**src/rtl/am2940_pkg.sv**
```systemverilog
// Shared am2940 types: the device instruction encoding and the DMA sequencer state set.
package am2940_pkg;

   typedef enum logic [2:0] {
      I_WR_CR  = 3'd0,
      I_RD_CR  = 3'd1,
      I_RD_WC  = 3'd2,
      I_RD_AD  = 3'd3,
      I_REINIT = 3'd4,
      I_LD_AD  = 3'd5,
      I_LD_WC  = 3'd6,
      I_EN_CT  = 3'd7
   } am2940_instr_e;

   typedef enum logic [2:0] {
      S_IDLE   = 3'd0,
      S_WR_CR  = 3'd1,
      S_LD_AD  = 3'd2,
      S_LD_WC  = 3'd3,
      S_RUN    = 3'd4,
      S_FINISH = 3'd5
   } seq_state_e;

endpackage

```
**src/rtl/am2940_dma_seq_if.sv**
```systemverilog
// Request, am2940 control and memory handshake bundle between bus-master logic and the sequencer.
interface am2940_dma_seq_if #(
   parameter int DATA_W = 8,
   parameter int CR_W   = 3
);
   logic              req_valid;
   logic              req_ready;
   logic [DATA_W-1:0] req_addr;
   logic [DATA_W-1:0] req_count;
   logic [CR_W-1:0]   req_mode;
   logic [2:0]        instr;
   logic [DATA_W-1:0] dma_data;
   logic              cina;
   logic              cinw;
   logic              dma_done;
   logic              mem_req;
   logic              mem_ack;
   logic              busy;
   logic              xfer_done;
   logic              xfer_err;

   modport slave (
      input  req_valid, req_addr, req_count, req_mode, dma_done, mem_ack,
      output req_ready, instr, dma_data, cina, cinw, mem_req, busy, xfer_done, xfer_err
   );

   modport master (
      output req_valid, req_addr, req_count, req_mode, dma_done, mem_ack,
      input  req_ready, instr, dma_data, cina, cinw, mem_req, busy, xfer_done, xfer_err
   );
endinterface

```
**src/rtl/am2940_dma_seq.sv**
```systemverilog
// Sequencer that programs one am2940 and steps it a word per memory ack.
// Optional RUN watchdog enabled by defining AM2940_SEQ_TIMEOUT_EN.
//
// state  | meaning
// IDLE   | waiting for a request, req_ready high
// WR_CR  | writing mode into am2940 control register
// LD_AD  | loading start address
// LD_WC  | loading word count
// RUN    | counters enabled, one word moved per mem_ack
// FINISH | one-cycle completion pulse (with error flag on abort)
module am2940_dma_seq
   import am2940_pkg::*;
#(
   parameter int DATA_W = 8,
   parameter int CR_W   = 3
`ifdef AM2940_SEQ_TIMEOUT_EN
   ,
   parameter int TIMEOUT_CYC = 16
`endif
) (
   input logic             clk,
   input logic             rst_n,
   am2940_dma_seq_if.slave bus
);

   seq_state_e        state_q, state_d;
   am2940_instr_e     instr_q, instr_d;
   logic [DATA_W-1:0] dma_data_q, dma_data_d;
   logic [DATA_W-1:0] addr_q, addr_d;
   logic [DATA_W-1:0] wcnt_q, wcnt_d;
   logic [CR_W-1:0]   mode_q, mode_d;
   logic              mem_req_q, mem_req_d;
   logic              busy_q, busy_d;
   logic              ready_q, ready_d;
   logic              done_q, done_d;
   logic              err_q, err_d;

`ifdef AM2940_SEQ_TIMEOUT_EN
   localparam int WD_W = $clog2(TIMEOUT_CYC + 1);
   localparam logic [WD_W-1:0] WD_LOAD = WD_W'(TIMEOUT_CYC - 1);
   logic [WD_W-1:0] wd_q, wd_d;
`endif

   always_comb begin
      state_d = state_q;
      addr_d  = addr_q;
      mode_d  = mode_q;
      wcnt_d  = wcnt_q;
      err_d   = 1'b0;
`ifdef AM2940_SEQ_TIMEOUT_EN
      wd_d    = wd_q;
`endif
      case (state_q)
         S_IDLE: begin
            if (bus.req_valid) begin
               addr_d  = bus.req_addr;
               mode_d  = bus.req_mode;
               wcnt_d  = bus.req_count;
               state_d = (bus.req_count == '0) ? S_FINISH : S_WR_CR;
            end
         end
         S_WR_CR: state_d = S_LD_AD;
         S_LD_AD: state_d = S_LD_WC;
         S_LD_WC: begin
            state_d = S_RUN;
`ifdef AM2940_SEQ_TIMEOUT_EN
            wd_d    = WD_LOAD;
`endif
         end
         S_RUN: begin
            if (bus.mem_ack) wcnt_d = wcnt_q - DATA_W'(1);
`ifdef AM2940_SEQ_TIMEOUT_EN
            if (bus.mem_ack)       wd_d = WD_LOAD;
            else if (wd_q != '0)   wd_d = wd_q - WD_W'(1);
`endif
            // Last-word ack wins over a simultaneous dma_done.
            if (bus.mem_ack && wcnt_q == DATA_W'(1)) begin
               state_d = S_FINISH;
            end else if (bus.dma_done && wcnt_q > DATA_W'(1)) begin
               state_d = S_FINISH;
               err_d   = 1'b1;
            end
`ifdef AM2940_SEQ_TIMEOUT_EN
            else if (!bus.mem_ack && wd_q == '0) begin
               state_d = S_FINISH;
               err_d   = 1'b1;
            end
`endif
         end
         S_FINISH: state_d = S_IDLE;
         default:  state_d = S_IDLE;
      endcase

      // Outputs are decoded from the next state so they register alongside it.
      instr_d    = I_RD_CR;
      dma_data_d = '0;
      mem_req_d  = 1'b0;
      busy_d     = 1'b1;
      ready_d    = 1'b0;
      done_d     = 1'b0;
      case (state_d)
         S_IDLE: begin
            busy_d  = 1'b0;
            ready_d = 1'b1;
         end
         S_WR_CR: begin
            instr_d    = I_WR_CR;
            dma_data_d = DATA_W'(mode_d);
         end
         S_LD_AD: begin
            instr_d    = I_LD_AD;
            dma_data_d = addr_d;
         end
         S_LD_WC: begin
            instr_d    = I_LD_WC;
            dma_data_d = wcnt_d;
         end
         S_RUN: begin
            instr_d   = I_EN_CT;
            mem_req_d = 1'b1;
         end
         S_FINISH: done_d = 1'b1;
         default: ;
      endcase
   end

   always_ff @(posedge clk) begin
      if (!rst_n) begin
         state_q    <= S_IDLE;
         instr_q    <= I_RD_CR;
         dma_data_q <= '0;
         addr_q     <= '0;
         mode_q     <= '0;
         wcnt_q     <= '0;
         mem_req_q  <= 1'b0;
         busy_q     <= 1'b0;
         ready_q    <= 1'b1;
         done_q     <= 1'b0;
         err_q      <= 1'b0;
`ifdef AM2940_SEQ_TIMEOUT_EN
         wd_q       <= '0;
`endif
      end else begin
         state_q    <= state_d;
         instr_q    <= instr_d;
         dma_data_q <= dma_data_d;
         addr_q     <= addr_d;
         mode_q     <= mode_d;
         wcnt_q     <= wcnt_d;
         mem_req_q  <= mem_req_d;
         busy_q     <= busy_d;
         ready_q    <= ready_d;
         done_q     <= done_d;
         err_q      <= err_d;
`ifdef AM2940_SEQ_TIMEOUT_EN
         wd_q       <= wd_d;
`endif
      end
   end

   // Counter advance tracks mem_ack in the same cycle, so it bypasses the output flops.
   assign bus.cina      = (state_q == S_RUN) && bus.mem_ack;
   assign bus.cinw      = (state_q == S_RUN) && bus.mem_ack;
   assign bus.instr     = instr_q;
   assign bus.dma_data  = dma_data_q;
   assign bus.mem_req   = mem_req_q;
   assign bus.busy      = busy_q;
   assign bus.req_ready = ready_q;
   assign bus.xfer_done = done_q;
   assign bus.xfer_err  = err_q;

endmodule

```
**src/flat_wrapper.sv**
```systemverilog
// flat-port wrapper written by rule: the top's interface ports become plain ports
module am2940_dma_seq_flat import am2940_pkg::*;
#(
   parameter int DATA_W = 8,
   parameter int CR_W   = 3

)
  (clk, rst_n, bus_req_valid, bus_req_addr, bus_req_count, bus_req_mode, bus_dma_done, bus_mem_ack, bus_req_ready, bus_instr, bus_dma_data, bus_cina, bus_cinw, bus_mem_req, bus_busy, bus_xfer_done, bus_xfer_err);
  am2940_dma_seq_if #(.DATA_W(DATA_W), .CR_W(CR_W)) bus_i ();
  input logic clk;
  input logic rst_n;
  input wire logic [$bits(bus_i.req_valid)-1:0] bus_req_valid;
  input wire logic [$bits(bus_i.req_addr)-1:0] bus_req_addr;
  input wire logic [$bits(bus_i.req_count)-1:0] bus_req_count;
  input wire logic [$bits(bus_i.req_mode)-1:0] bus_req_mode;
  input wire logic [$bits(bus_i.dma_done)-1:0] bus_dma_done;
  input wire logic [$bits(bus_i.mem_ack)-1:0] bus_mem_ack;
  output wire logic [$bits(bus_i.req_ready)-1:0] bus_req_ready;
  output wire logic [$bits(bus_i.instr)-1:0] bus_instr;
  output wire logic [$bits(bus_i.dma_data)-1:0] bus_dma_data;
  output wire logic [$bits(bus_i.cina)-1:0] bus_cina;
  output wire logic [$bits(bus_i.cinw)-1:0] bus_cinw;
  output wire logic [$bits(bus_i.mem_req)-1:0] bus_mem_req;
  output wire logic [$bits(bus_i.busy)-1:0] bus_busy;
  output wire logic [$bits(bus_i.xfer_done)-1:0] bus_xfer_done;
  output wire logic [$bits(bus_i.xfer_err)-1:0] bus_xfer_err;
  assign bus_i.req_valid = bus_req_valid;
  assign bus_i.req_addr = bus_req_addr;
  assign bus_i.req_count = bus_req_count;
  assign bus_i.req_mode = bus_req_mode;
  assign bus_i.dma_done = bus_dma_done;
  assign bus_i.mem_ack = bus_mem_ack;
  assign bus_req_ready = bus_i.req_ready;
  assign bus_instr = bus_i.instr;
  assign bus_dma_data = bus_i.dma_data;
  assign bus_cina = bus_i.cina;
  assign bus_cinw = bus_i.cinw;
  assign bus_mem_req = bus_i.mem_req;
  assign bus_busy = bus_i.busy;
  assign bus_xfer_done = bus_i.xfer_done;
  assign bus_xfer_err = bus_i.xfer_err;
  am2940_dma_seq #(.DATA_W(DATA_W), .CR_W(CR_W)) u_core (.clk(clk), .rst_n(rst_n), .bus(bus_i));
endmodule
```
**config.mk**
```make
export PLATFORM = sky130hd
export DESIGN_NAME = am2940_dma_seq_flat
export DESIGN_NICKNAME = d
export VERILOG_FILES = /design/src/rtl/am2940_pkg.sv /design/src/rtl/am2940_dma_seq_if.sv /design/src/rtl/am2940_dma_seq.sv /design/src/flat_wrapper.sv
export SDC_FILE = /design/constraint.sdc
export NUM_CORES = 1
export LEC_CHECK = 0
export ABC_AREA = 1
export CORE_ASPECT_RATIO = 2
export CORE_UTILIZATION = 30
export DETAILED_ROUTE_END_ITERATION = 8
export REMOVE_ABC_BUFFERS = 1
export SLEW_MARGIN = 20
export SYNTH_ARGS = -nofsm -noshare
export SYNTH_HDL_FRONTEND = slang
export SYNTH_SLANG_ARGS = --single-unit
```
**constraint.sdc**
```tcl
create_clock -name clk -period 1.73 [get_ports clk]
set_input_delay 0.173 -clock clk [delete_from_list [all_inputs] [get_ports clk]]
set_output_delay 0.173 -clock clk [all_outputs]
set_load 0.02 [all_outputs]
```
==> results.cfg <==
[hold_path]
hold_class = in -> reg

[route]
route.antenna.remaining_nets = 0
drc = 0
drt_iter0_drc = 34
vias_per_cell = 4.751
dr_total_vias = 1758
detail_route.first_pass.iterations = 4
routed_wl_mm = 5.088
avgRoutedWirePerCell_um = 13.75

[power]
p_per_area_nw_per_um2 = 1032
total_power_mw = 2.638
power.ir.vdd_worst_v = 0.0006362
total_leakage_power_nw = 1.115

[logic_synthesis]
largest_family_of_logic_cells_by_synthesized_area = simple AND/OR/NAND/NOR gates
syn_inst = 250
synth_adder_area_share_pct = 1.340
synth_flop_cell = dfxtp_1
netlist_area_sq_um = 1867
post_synth_mux_area_share_pct = 0
synth_enable_flop_cells = 0
synth_top_area_share_pct = 40.75
yosys.area.top_type = dfxtp_1
async_flop_share_pct = 0
synth_compound_area_share_pct = 15.42
post_synth_main_area_contributors = dfxtp_1 41%, inv_1 7.6%, nand2_1 7.6%
synth.distinct_cells = 36
ys.warnings.count = 0
synthSimpleGateAreaFrac_pct = 29.62
post_synth.cell_area_avg_sq_um = 7.467
ys_seq_elements = 38
synth_seq_area_share_pct = 40.75
parity_gate_share_of_the_synthesized_area_counting_xor_and_xnor_cells_pct = 0.4692

[layout]
layout.cells.non_filler = 370
nFillCells = 634
num_antenna_cells = 0
area_delta_synth_final_pct = 37.00
design.final.nets = 333
share_of_cells_above_drive_strength_1_pct = 20.52

[place]
pre_cts_ws_ps = -98.27
place.gp.congestion = 0.9095
placed_cells = 363
detailedPlacementHpwl_mm = 4.105
place.port_buffers = 41

[global_routing]
grt_pass1_wl_mm = 8.162
pin_count_of_the_biggest_net_entering_global_routing = 16
gr-usage-all-layers_pct = 17.24
initial_antenna_violation_count = 0
via_count_of_the_first_global_routing_pass = 1794
grt-ovfl-total = 0

[timing]
timing.final.max_slew_violations = 0
post-route-period-util_pct = 92.04
final_critical_path_setup_slack_ps = 137.6
fmax_ghz = 0.6280
hold_viol_final = 0
layout_skew_ps = 1.913
worstMarginPinSlew_ps = 500.1
slew-limit-headroom_pct = 66.62
rsz0062_at_grt = false
fin_hold_ws_ps = 544.2
min_period_ps = 1592
setup_violation_total_in_the_final_timing_report = 0

[clock_tree]
root_buffer = clkbuf_16
max-clock-path-buffers = 2
tritoncts.num_buffers = 5
clkSinkCount = 38
cts.htree.levels = 2
cts.clk_slew.worst_paths_ps = 60
worst_skew_pair.late_latency_ps = 280
tritoncts = done

[worst_setup_path]
critPathKind = reg -> reg
ff_to_ff_setup_slack_ps = 140
critPathRequiredTime_ps = 1940
path_max_fanout = 5
endpoint_kind = register
element_type_at_the_critical_path_start = register
crit_arrival_ps = 1800

[die]
placementRows = 40
design.die.area_sq_um = 6562
floorplan.die.width_um = 57.78
starting_utilization_of_the_core_area_pct = 31.08
core_region_area_sq_um = 6006
ports_placed_on_the_boundary = 42
die_height_um = 113.6

[outcome]
run_status = finished, final reports clean

[job]
drv_cap = 0
[state kept, by name, indices dropped and copies added (netlist names)]
signal and cells:
u_core.bus.dma_data 8, u_core.bus.xfer_err 1, u_core.state_q 3, u_core.bus.busy 1, u_core.bus.instr 3, u_core.bus.req_ready 1, u_core.mode_q 3, u_core.bus.xfer_done 1
u_core.addr_q 8, u_core.wcnt_q 8, u_core.bus.mem_req 1
[layout by cell type, fill, tap and decap left out, drive strengths merged, types with 5 or more instances in the layout]
| cell type | count |
|---|---|
| nand2 | 45 |
| inv | 45 |
| nor2 | 41 |
| clkdlybuf4s50 | 39 |
| dfxtp | 38 |
| buf | 17 |
| o21ai | 15 |
| a21oi | 11 |
| clkbuf | 8 |
| o21a | 7 |
| nand3 | 6 |
| or2 | 6 |
| o211ai | 5 |
[timing repair]
action | in CTS | in global routing
setup endpoints to repair | 2 | 10
resized for setup | 2 | 8
setup buffers | 0 | 0
hold buffers | 0 | 0
pin swaps | 0 | 0
[layout make-up]
cell class                 count  area, sq um  share of cell area [%]
clock buffer                   6        128.9                   5.039
clock inverter                 1        7.507                  0.2935
sequential                    38        760.7                   29.75
timing repair buffer          58        528.0                   20.65
inverter                      45        171.4                   6.703
tap                           63        78.83                   3.082
multi-input combinational    159        882.1                   34.49
[logic make-up after synthesis]
kind of cell / after synthesis
buffers and inverters: 53
XOR/XNOR: 1
flip-flops: 38
AND/OR/NAND/NOR: 110
AO/OA/AOI/OAI: 46
adder cells (fa/ha/maj): 2
[power by group]
part | internal, mW | total (mW) | switching [mW]
clock network | 0.526 | 0.887 | 0.360
registers | 0.967 | 1.01 | 0.0453
logic | 0.322 | 0.739 | 0.417
total | 1.82 | 2.64 | 0.823
[cells in the mapped netlist, types with 2 or more instances]
cell type  count
buf_4          2
nor3b_1        2
o21ai_0        5
a21oi_2        3
inv_2          6
nor2_4         3
a31oi_1        2
nand3_1        5
nand4_1        4
buf_6          3
and2_1         2
nor3_2         2
nand2_4        3
o22ai_1        4
o21ai_1        9
nor2_2         7
nor2_1        31
o21a_1         7
or2_2          4
nand2_1       38
a22oi_1        2
o211ai_1       5
a21oi_1        8
dfxtp_1       38
nand2_2        4
ha_1           2
clkbuf_1       3
inv_1         38
[metal layers]
metal | up-vias | global-route usage [%] | wire length [um]
met5 | - | 0 | 0
met1 | 817 | 14.15 | 1658
met4 | 0 | 9.524 | 174
met2 | 29 | 34.50 | 3088
met3 | 11 | 4.762 | 167
li1 | 901 | - | -
[critical path: stages, from the launching register on]
cell and delay, ps:
dfxtp_1 350, inv_2 90, ha_1 160, inv_1 50
nor2_2 140, nand3_1 90, nand2_1 100, nand2_1 70
nand2_2 80, nand2_2 100, nor2_4 130, nand2_2 70
o21ai_1 80
[worst paths after layout]
path                    endpoint  cells after the start        startpoint
min             u_core.addr_q[3]                      3   bus_req_addr[3]
max          u_core.bus.instr[2]                     12  u_core.wcnt_q[0]
min reg2reg     u_core.addr_q[3]                      3  u_core.addr_q[3]
max reg2reg  u_core.bus.instr[2]                     12  u_core.wcnt_q[0]
[per-stage QoR]
step                      util, %  TNS, ps  instance area, sq um
after floorplan                 -        0                  1807
after global placement      40.35   -73.52                  2424
after detailed placement    40.35   -118.2                  2424
after CTS                   42.58        0                  2557
after global routing        42.58        0                  2557
final                       42.58        0                  2557
Power figures use the tool's default switching activity.
